$ cat config.mk
export PLATFORM = sky130hd
export DESIGN_NAME = vga_sync_receiver
export DESIGN_NICKNAME = d
export VERILOG_FILES = /design/src/rtl/vga_sync_receiver.sv
export SDC_FILE = /design/constraint.sdc
export NUM_CORES = 1
export LEC_CHECK = 0
export CAP_MARGIN = 10
export CORE_ASPECT_RATIO = 1.1
export CORE_MARGIN = 4
export CORE_UTILIZATION = 56
export CTS_BUF_LIST = sky130_fd_sc_hd__clkbuf_8
export DETAILED_ROUTE_END_ITERATION = 8
export PLACE_DENSITY = 0.87
export SETUP_SLACK_MARGIN = 0.4
export SYNTH_ARGS = -nofsm -noshare
export SYNTH_HDL_FRONTEND = slang
export SYNTH_SLANG_ARGS = --single-unit
$ cat constraint.sdc
create_clock -name clk -period 3.35 [get_ports clk]
set_input_delay 1.005 -clock clk [delete_from_list [all_inputs] [get_ports clk]]
set_output_delay 1.005 -clock clk [all_outputs]
set_load 0.05 [all_outputs]
$ cat src/rtl/vga_sync_receiver.sv
//------------------------------------------------------------------------------
// Module      : vga_sync_receiver
// Description : Recovers VGA timing from hSync/vSync and emits registered
//               active-pixel strobe, coordinates and colour once locked.
// Revision    : 1.0 - initial release
//------------------------------------------------------------------------------
`default_nettype none

module vga_sync_receiver #(
  parameter int H_VISIBLE = 640,
  parameter int H_FRONT   = 16,
  parameter int H_SYNC    = 96,
  parameter int H_BACK    = 48,
  parameter int V_VISIBLE = 480,
  parameter int V_FRONT   = 10,
  parameter int V_SYNC    = 2,
  parameter int V_BACK    = 33
) (
  input  logic        clk,
  input  logic        reset,
  input  logic        hSync,
  input  logic        vSync,
  input  logic        R,
  input  logic        G,
  input  logic        B,
  output logic        dataEnable,
  output logic [9:0]  xPosition,
  output logic [9:0]  yPosition,
  output logic        rOut,
  output logic        gOut,
  output logic        bOut,
  output logic        locked,
  output logic        syncError,
  output logic [7:0]  errorCount,
  output logic [15:0] frameCount
);

  localparam int H_TOTAL = H_VISIBLE + H_FRONT + H_SYNC + H_BACK;
  localparam int V_TOTAL = V_VISIBLE + V_FRONT + V_SYNC + V_BACK;
  localparam int H_ACT   = H_SYNC + H_BACK;
  localparam int V_ACT   = V_SYNC + V_BACK;

  localparam logic [9:0] c_countMax   = 10'd1023;
  localparam logic [9:0] c_hLast      = 10'(H_TOTAL - 1);
  localparam logic [9:0] c_vLast      = 10'(V_TOTAL - 1);
  localparam logic [9:0] c_hFirstVis  = 10'(H_ACT);
  localparam logic [9:0] c_hLastVis   = 10'(H_ACT + H_VISIBLE - 1);
  localparam logic [9:0] c_vFirstVis  = 10'(V_ACT);
  localparam logic [9:0] c_vLastVis   = 10'(V_ACT + V_VISIBLE - 1);

  typedef enum logic [1:0] {
    SEARCH  = 2'd0,
    ACQUIRE = 2'd1,
    LOCKED  = 2'd2
  } state_t;

  state_t     r_state;
  state_t     w_nextState;

  logic       hS_d;
  logic       vS_d;
  logic [9:0] hCount;
  logic [9:0] lineCount;
  logic       r_skipFirstH;

  logic       w_hFall;
  logic       w_vFall;
  logic [9:0] w_hCountNext;
  logic [9:0] w_lineCountNext;
  logic       w_lineErr;
  logic       w_frameErr;
  logic       w_timeout;
  logic       w_err;
  logic       w_active;
  logic       w_pixelOn;
  logic       w_frameInc;

  // Edge detection and free-running position counters
  always_comb begin
    w_hFall = ~hSync & hS_d;
    w_vFall = ~vSync & vS_d;

    w_hCountNext = hCount;
    if (w_hFall)
      w_hCountNext = '0;
    else if (hCount != c_countMax)
      w_hCountNext = hCount + 10'd1;

    w_lineCountNext = lineCount;
    if (w_vFall)
      w_lineCountNext = '0;
    else if (w_hFall && (lineCount != c_countMax))
      w_lineCountNext = lineCount + 10'd1;
  end

  // Timing checks; line and frame errors on the same edge collapse into one
  always_comb begin
    w_lineErr  = w_hFall && (hCount != c_hLast)
                 && !((r_state == ACQUIRE) && r_skipFirstH);
    w_frameErr = w_vFall && (lineCount != c_vLast);
    w_timeout  = (w_hCountNext == c_countMax) && (hCount != c_countMax);
    w_err      = (r_state != SEARCH) && (w_lineErr || w_frameErr || w_timeout);

    w_active   = (w_hCountNext >= c_hFirstVis) && (w_hCountNext <= c_hLastVis)
              && (lineCount >= c_vFirstVis) && (lineCount <= c_vLastVis);
    w_pixelOn  = (r_state == LOCKED) && !w_err && w_active;
    w_frameInc = (r_state != SEARCH) && w_vFall && !w_err;
  end

  always_comb begin
    w_nextState = r_state;
    case (r_state)
      SEARCH: begin
        if (w_vFall)
          w_nextState = ACQUIRE;
      end
      ACQUIRE: begin
        if (w_err)
          w_nextState = SEARCH;
        else if (w_vFall)
          w_nextState = LOCKED;
      end
      LOCKED: begin
        if (w_err)
          w_nextState = SEARCH;
      end
      default: w_nextState = SEARCH;
    endcase
  end

  always_ff @(posedge clk or negedge reset) begin
    if (!reset)
      r_state <= SEARCH;
    else
      r_state <= w_nextState;
  end

  assign locked = (r_state == LOCKED);

  always_ff @(posedge clk or negedge reset) begin
    if (!reset) begin
      hS_d         <= 1'b1;
      vS_d         <= 1'b1;
      hCount       <= '0;
      lineCount    <= '0;
      r_skipFirstH <= 1'b0;
      dataEnable   <= 1'b0;
      xPosition    <= '0;
      yPosition    <= '0;
      rOut         <= 1'b0;
      gOut         <= 1'b0;
      bOut         <= 1'b0;
      syncError    <= 1'b0;
      errorCount   <= '0;
      frameCount   <= '0;
    end else begin
      hS_d      <= hSync;
      vS_d      <= vSync;
      hCount    <= w_hCountNext;
      lineCount <= w_lineCountNext;

      // The first line seen after acquiring vSync may be partial, so skip it
      if ((r_state == SEARCH) && (w_nextState == ACQUIRE))
        r_skipFirstH <= 1'b1;
      else if (w_hFall)
        r_skipFirstH <= 1'b0;

      if (w_pixelOn) begin
        dataEnable <= 1'b1;
        xPosition  <= w_hCountNext - c_hFirstVis;
        yPosition  <= lineCount - c_vFirstVis;
        rOut       <= R;
        gOut       <= G;
        bOut       <= B;
      end else begin
        dataEnable <= 1'b0;
        rOut       <= 1'b0;
        gOut       <= 1'b0;
        bOut       <= 1'b0;
      end

      if (w_err) begin
        syncError <= 1'b1;
        if (errorCount != 8'hFF)
          errorCount <= errorCount + 8'd1;
      end

      if (w_frameInc)
        frameCount <= frameCount + 16'd1;
    end
  end

endmodule

`default_nettype wire

---- Yosys cells after proc, flatten, opt, wreduce, memory -nomap -nowiden ----
Index checks and enable logic that the tools add are counted.
W data, S select, Z words.
operators by class
  reduce and logical (&&, ||, !) cells .... 24
  bitwise logic cells ..................... 4
  order comparisons ....................... 4
  eq/ne operators ......................... 9
  add/sub/neg operators ................... 6
  muxes and demuxes ....................... 15
operators by type and width
  operator                 number
  $mux W10                 4
  $ne A10 B10 Y1 const B   4
  $add A10 B1 Y10 const B  2
  $le A10 B10 Y1 const B   2
  $add A16 B1 Y16 const B  1
  $logic_and A1 B1 Y1      15
  $eq A10 B10 Y1 const B   1
  $ge A10 B6 Y1 const B    1
  $ge A10 B8 Y1 const B    1
  $sub A10 B6 Y10 const B  1
  $sub A10 B8 Y10 const B  1
  $add A8 B1 Y8 const B    1
  $mux W2                  4
  $ne A8 B8 Y1 const B     1
  $mux W1                  6
  $pmux W2 S3              1
  $reduce_bool A2 Y1       3
  $eq A2 B1 Y1 const B     2
  $and A1 B1 Y1            2
  $eq A2 B2 Y1 const B     1
  $logic_not A1 Y1         2
  $logic_not A2 Y1         1
  $logic_or A1 B1 Y1       2
  $not A1 Y1               2
  $reduce_and A2 Y1        1
storage, ports and cells
  register bits ........................... 74
  logic and storage cells ................. 77
  output and inout port bits .............. 50

---- Logic depth before layout (Yosys ltp) ----
  depth in word-level cells ............... 12
  depth in mapped cells ................... 14

---- Worst setup path before layout ----
Ideal clock, no wire load.
  path kind ............................... input to register
  from .................................... in hSync
  to ...................................... reg xPosition[0]
  stages .................................. 13
  library setup time ...................... 125 ps
  data arrival time ....................... 3078 ps
  setup slack ............................. 147 ps
  buffers on the path ..................... 2
  data required time ...................... 3225 ps
  path through ............................ nor2b_1 > buf_4 > nor2_1 > o21ai_0 > inv_1 > ha_1 > nand2_1 > a21oi_1 > nand3_1 > or4_4 > a21oi_4 > buf_8 > mux2_4
between the ends
  cells in the longest elaborated chain, start to end .. 10
  elaborated cells on any way between the ends .. 19
  classes of those cells .................. add/sub: 1; order compare: 2; eq/ne: 1; mux: 1; bitwise: 2; reduce/logical: 12
RTL lines
  item                                                                   line  RTL
  start, declared                                                        21    input logic hSync,
  $not A1 Y1 (*)                                                         80    w_hFall = ~hSync & hS_d;
  $and A1 B1 Y1 (*)                                                      80
  $mux W10 (*)                                                           84    if (w_hFall)
  net w_hCountNext[4]                                                    68    logic [9:0] w_hCountNext;
  parallel branches: the longest is 6 deep, another holds $ge A10 B8 Y1  -
  $logic_and A1 B1 Y1 (*)                                                106   w_pixelOn = (r_state == LOCKED) && !w_err && w_active;
  end signal, assigned                                                   170   xPosition <= w_hCountNext - c_hFirstVis;
  end, declared                                                          27    output logic [9:0] xPosition,
Mark *: on every way through the listed nets, which the timed path passes.
A chain may end at the register's enable or synchronous reset.

---- Worst setup path in the final report ----
  from .................................... reg hCount[1]
  to ...................................... reg yPosition[3]
between the ends
  cells in the longest elaborated chain, start to end .. 10
  elaborated cells on any way between the ends .. 20
  classes of those cells .................. add/sub: 1; order compare: 2; eq/ne: 3; mux: 2; reduce/logical: 12
RTL lines
  item                                                                   line    RTL
  start, declared                                                        62      logic [9:0] hCount;
  start signal, assigned                                                 159     hCount <= w_hCountNext;
  $add A10 B1 Y10 / $ne A10 B10 Y1 (equally long branches)               87, 86
  $mux W10 (*)                                                           86      else if (hCount != c_countMax)
  $mux W10 (*)                                                           84
  net w_hCountNext[4]                                                    68
  parallel branches: the longest is 6 deep, another holds $ge A10 B8 Y1  -
  $logic_and A1 B1 Y1 (*)                                                106
  end signal, assigned                                                   171     yPosition <= lineCount - c_vFirstVis;
  end, declared                                                          28      output logic [9:0] yPosition,
Marked as above.

==> metrics.md <==
| Metric | Value |
|---|---|
| Synth warn | `0` |
| Register area | `about 1900 um2` |
| # Max-Cap Violations | `0` |
| Fill cell count | `421` |
| Cells after DPL | `504` |
| Post-layout nets | `approximately 460` |
| Final setup viols | `0` |
| Post-DRT Antenna Nets | `0` |
| Cell variety after synth | `60` |
| Wire per inst | `18.2 um` |
| Placeable Area | `roughly 6600 um2` |
| Syn-to-layout area delta | `31.1%` |
| Flop-to-flop setup slack | `about 0.43 ns` |
| Final hold violation count | `0` |
| CTS H-Tree Depth | `3` |
| Post-detail-place hpwl | `6410 um` |
| Yosys reg bits | `74` |
| Switching Share | `roughly 34%` |
| Inserted Clock Buffers | `9` |
| Initial Utilization | `roughly three fifths` |
| Initial antenna violation count | `0` |
| Vias in the first global route | `3193` |
| Most common cell after layout, fill and taps aside | `dfrtp_1` |
| Cells after synthesis | `360` |
| Ports | `57` |
| Fraction of layout cells with a size suffix above 1 | `between 20% and 30%` |
| CTS max path bufs | `2` |
| Fin. max-slew vios | `0` |
| # port buffers | `56` |
| Global-route wire length before repair | `approximately 16000 um` |
| Root buf cell | `clkbuf_8` |
| Multi-input combinational cell area | `1970 um2` |
| Sequential group share of total power | `between 40 and 50%` |
| Height of the die | `around 95 um` |
| Worst Max-Slew Pin Slew | `0.739 ns` |
| Hold WC Path Type | `reg2reg` |
| Clk Latency, worst-skew pair | `~0.35 ns` |
| DRT Wirelength | `9680 um` |
| Worst-path fanout max | `7` |
| Syn Nets | `around 380` |
| Top FF cell, synth | `dfrtp_1` |
| Crit end category | `flop` |
| EDFF count, synth | `0` |
| Fin Clk Skew | `roughly 0.013 ns` |
| Crit path DAT | `~3.2 ns` |
| Leakage | `~0.0023 uW` |
| Combinational Power Share | `26.6%` |
| Final Total Pwr | `about 2400 uW` |
| Clock-pin slew on the worst setup and hold paths | `~0.09 ns` |
| Outcome | `finished clean` |
| Most frequent cells in the layout | `66 x dfrtp_1, 53 x clkdlybuf4s50_1, 29 x nor2_1, 29 x buf_4, 23 x xnor2_1` |
| Largest net degree at the start of global routing | `45` |
| Drt first pass iters | `5` |
| RSZ-0062 raised after global routing | `true` |
| Period minus WS final | `just under 3 ns` |
| Routability congestion estimate | `0.868` |
| # rows | `31` |
| PD cells | `~480 nW/um2` |
| Mapped Area | `approximately 3900 um2` |
| CTS tree | `done` |
| CP Launch Type | `flop` |
| Max Freq | `343 MHz` |
| Switching Power | `830 uW` |
| Die X | `just under 90 um` |
| Post-synth ARST share | `100%` |
| WS Path Type | `reg2reg` |
| Max-slew headroom | `about half` |
| Worst Path Required | `~3.6 ns` |
| Gr ovfl total | `0` |
| Die area | `slightly above 8000 um2` |
| Post-Layout Cell Count | `approximately 530` |
| Vias per std cell | `approximately 6` |
| Avg Synthesized Cell Area | `between 10 and 15 um2` |
| Fin Hold WS | `0.487 ns` |
| GRT Util Overall | `between 20% and 30%` |
| DRC | `0` |
| # clock sinks | `74` |
| Clock power frac | `around 29%` |
| Pint | `1590 uW` |
| Vias post-DR | `~3100` |
| Worst IR drop on VDD | `0.000504 V` |
| ANT cells | `0` |
| Initial DRC count | `~280` |
| Final worst-path cycle share | `roughly 87%` |
| Post-synthesis sequential area ratio | `48.1%` |
worst paths after layout:
path                                      from        endpoint  depth (start not counted)
worst max-delay path                 hCount[1]    yPosition[3]                         15
worst min-delay path            frameCount[15]  frameCount[15]                          1
worst max register to register       hCount[1]    yPosition[3]                         15
worst min register to register  frameCount[15]  frameCount[15]                          1
max in group asynchronous                reset            hS_d                          2
min in group asynchronous                reset    lineCount[4]                          1
final cells by class:
type                            instances  area share, %
Multi-Input combinational cell        257           38.9
Clock buffer                           10           2.72
Inverter                               12          0.890
Tap cell                               82           2.03
Sequential cell                        74           36.8
Timing Repair Buffer                   91           17.4
Clock inverter                          6           1.29
flip-flops by register name, indices dropped and copies added (netlist names):
register and flops:
vS_d 1, lineCount 10, hS_d 1, r_state 2, xPosition 10, r_skipFirstH 1
yPosition 10, gOut 1, bOut 1, hCount 10, frameCount 16, dataEnable 1
rOut 1, syncError 1, errorCount 8
power by group through the flow:
stage	registers, uW	clock network, uW	logic [uW]
final	1060	711	643
after CTS	1070	721	586
after global placement	1070	0	563
after detailed placement	1080	0	574
after floorplan	1210	0	227
after global routing	1080	775	694
per-layer routing:
metal	wire (um)	up-vias	track usage [%]
li1	-	1451	-
met1	3970	1536	30.8
met2	5020	130	40.7
met3	496	17	5.01
met4	186	0	9.34
met5	0	-	0
timing repair:
| action | 4_1_cts | 5_1_grt |
|---|---|---|
| pin swaps | 2 | 2 |
| endpoints found under the setup margin | 20 | 22 |
| resized for setup | 13 | 19 |
| setup buffers | 5 | 6 |
| gates cloned | 1 | 0 |
| hold buffers | 0 | 0 |
cells in the mapped netlist (2+ instances only):
library cell | count | area (um2)
a21oi_1 | 13 | 65.1
a31oi_1 | 3 | 18.8
a41o_1 | 2 | 20.0
a41oi_1 | 2 | 17.5
and2_1 | 6 | 37.5
and3_1 | 9 | 56.3
and4_1 | 3 | 26.3
buf_2 | 5 | 25.0
clkbuf_1 | 9 | 33.8
dfrtp_1 | 72 | 1800
dfstp_2 | 2 | 52.6
ha_1 | 9 | 113
inv_1 | 12 | 45.0
mux2_1 | 3 | 33.8
mux2_2 | 6 | 67.6
mux2_4 | 10 | 150
mux2i_1 | 3 | 30.0
nand2_1 | 17 | 63.8
nand2b_1 | 6 | 37.5
nand3_1 | 18 | 90.1
nand4_1 | 14 | 87.6
nand4b_1 | 2 | 17.5
nor2_1 | 30 | 113
nor2b_1 | 5 | 31.3
nor3_1 | 12 | 60.1
o21a_1 | 3 | 22.5
o21ai_0 | 7 | 35.0
o22ai_1 | 3 | 18.8
or3_1 | 3 | 18.8
xnor2_1 | 23 | 201
xor2_1 | 19 | 166
cell families after synthesis:
| family | share of synthesized area [%] |
|---|---|
| xor+xnor | 9.53 |
| buf+inv | 3.57 |
| compound gates | 8.69 |
| flops | 48.1 |
| mux | 7.30 |
| fa+ha+maj | 2.92 |
| simple gates | 19.9 |
stage by stage:
stage	setup WS, ns	setup TNS (ns)	area (um2)	util [%]
6_report	0.435	0	5060	76.3
3_5_place_dp	-0.165	-2.46	4640	69.9
4_1_cts	0.429	0	4940	74.5
3_3_place_gp	-0.106	-1.47	4640	69.9
2_1_floorplan	0.273	0	3880	-
5_1_grt	0.329	0	5060	76.3
worst max-delay path: stages (launching register included):
cell and delay (ns):
dfrtp_1 0.46, ha_4 0.19, buf_4 0.16, a31oi_1 0.11
nor2_2 0.11, o21ai_2 0.07, inv_2 0.09, ha_4 0.12
nand2_1 0.05, a21oi_2 0.10, nand3_1 0.11, or4_4 0.45
a21oi_4 0.20, buf_12 0.14, buf_12 0.11, mux2_2 0.33
No activity file was read; power rests on OpenSTA's default activity.
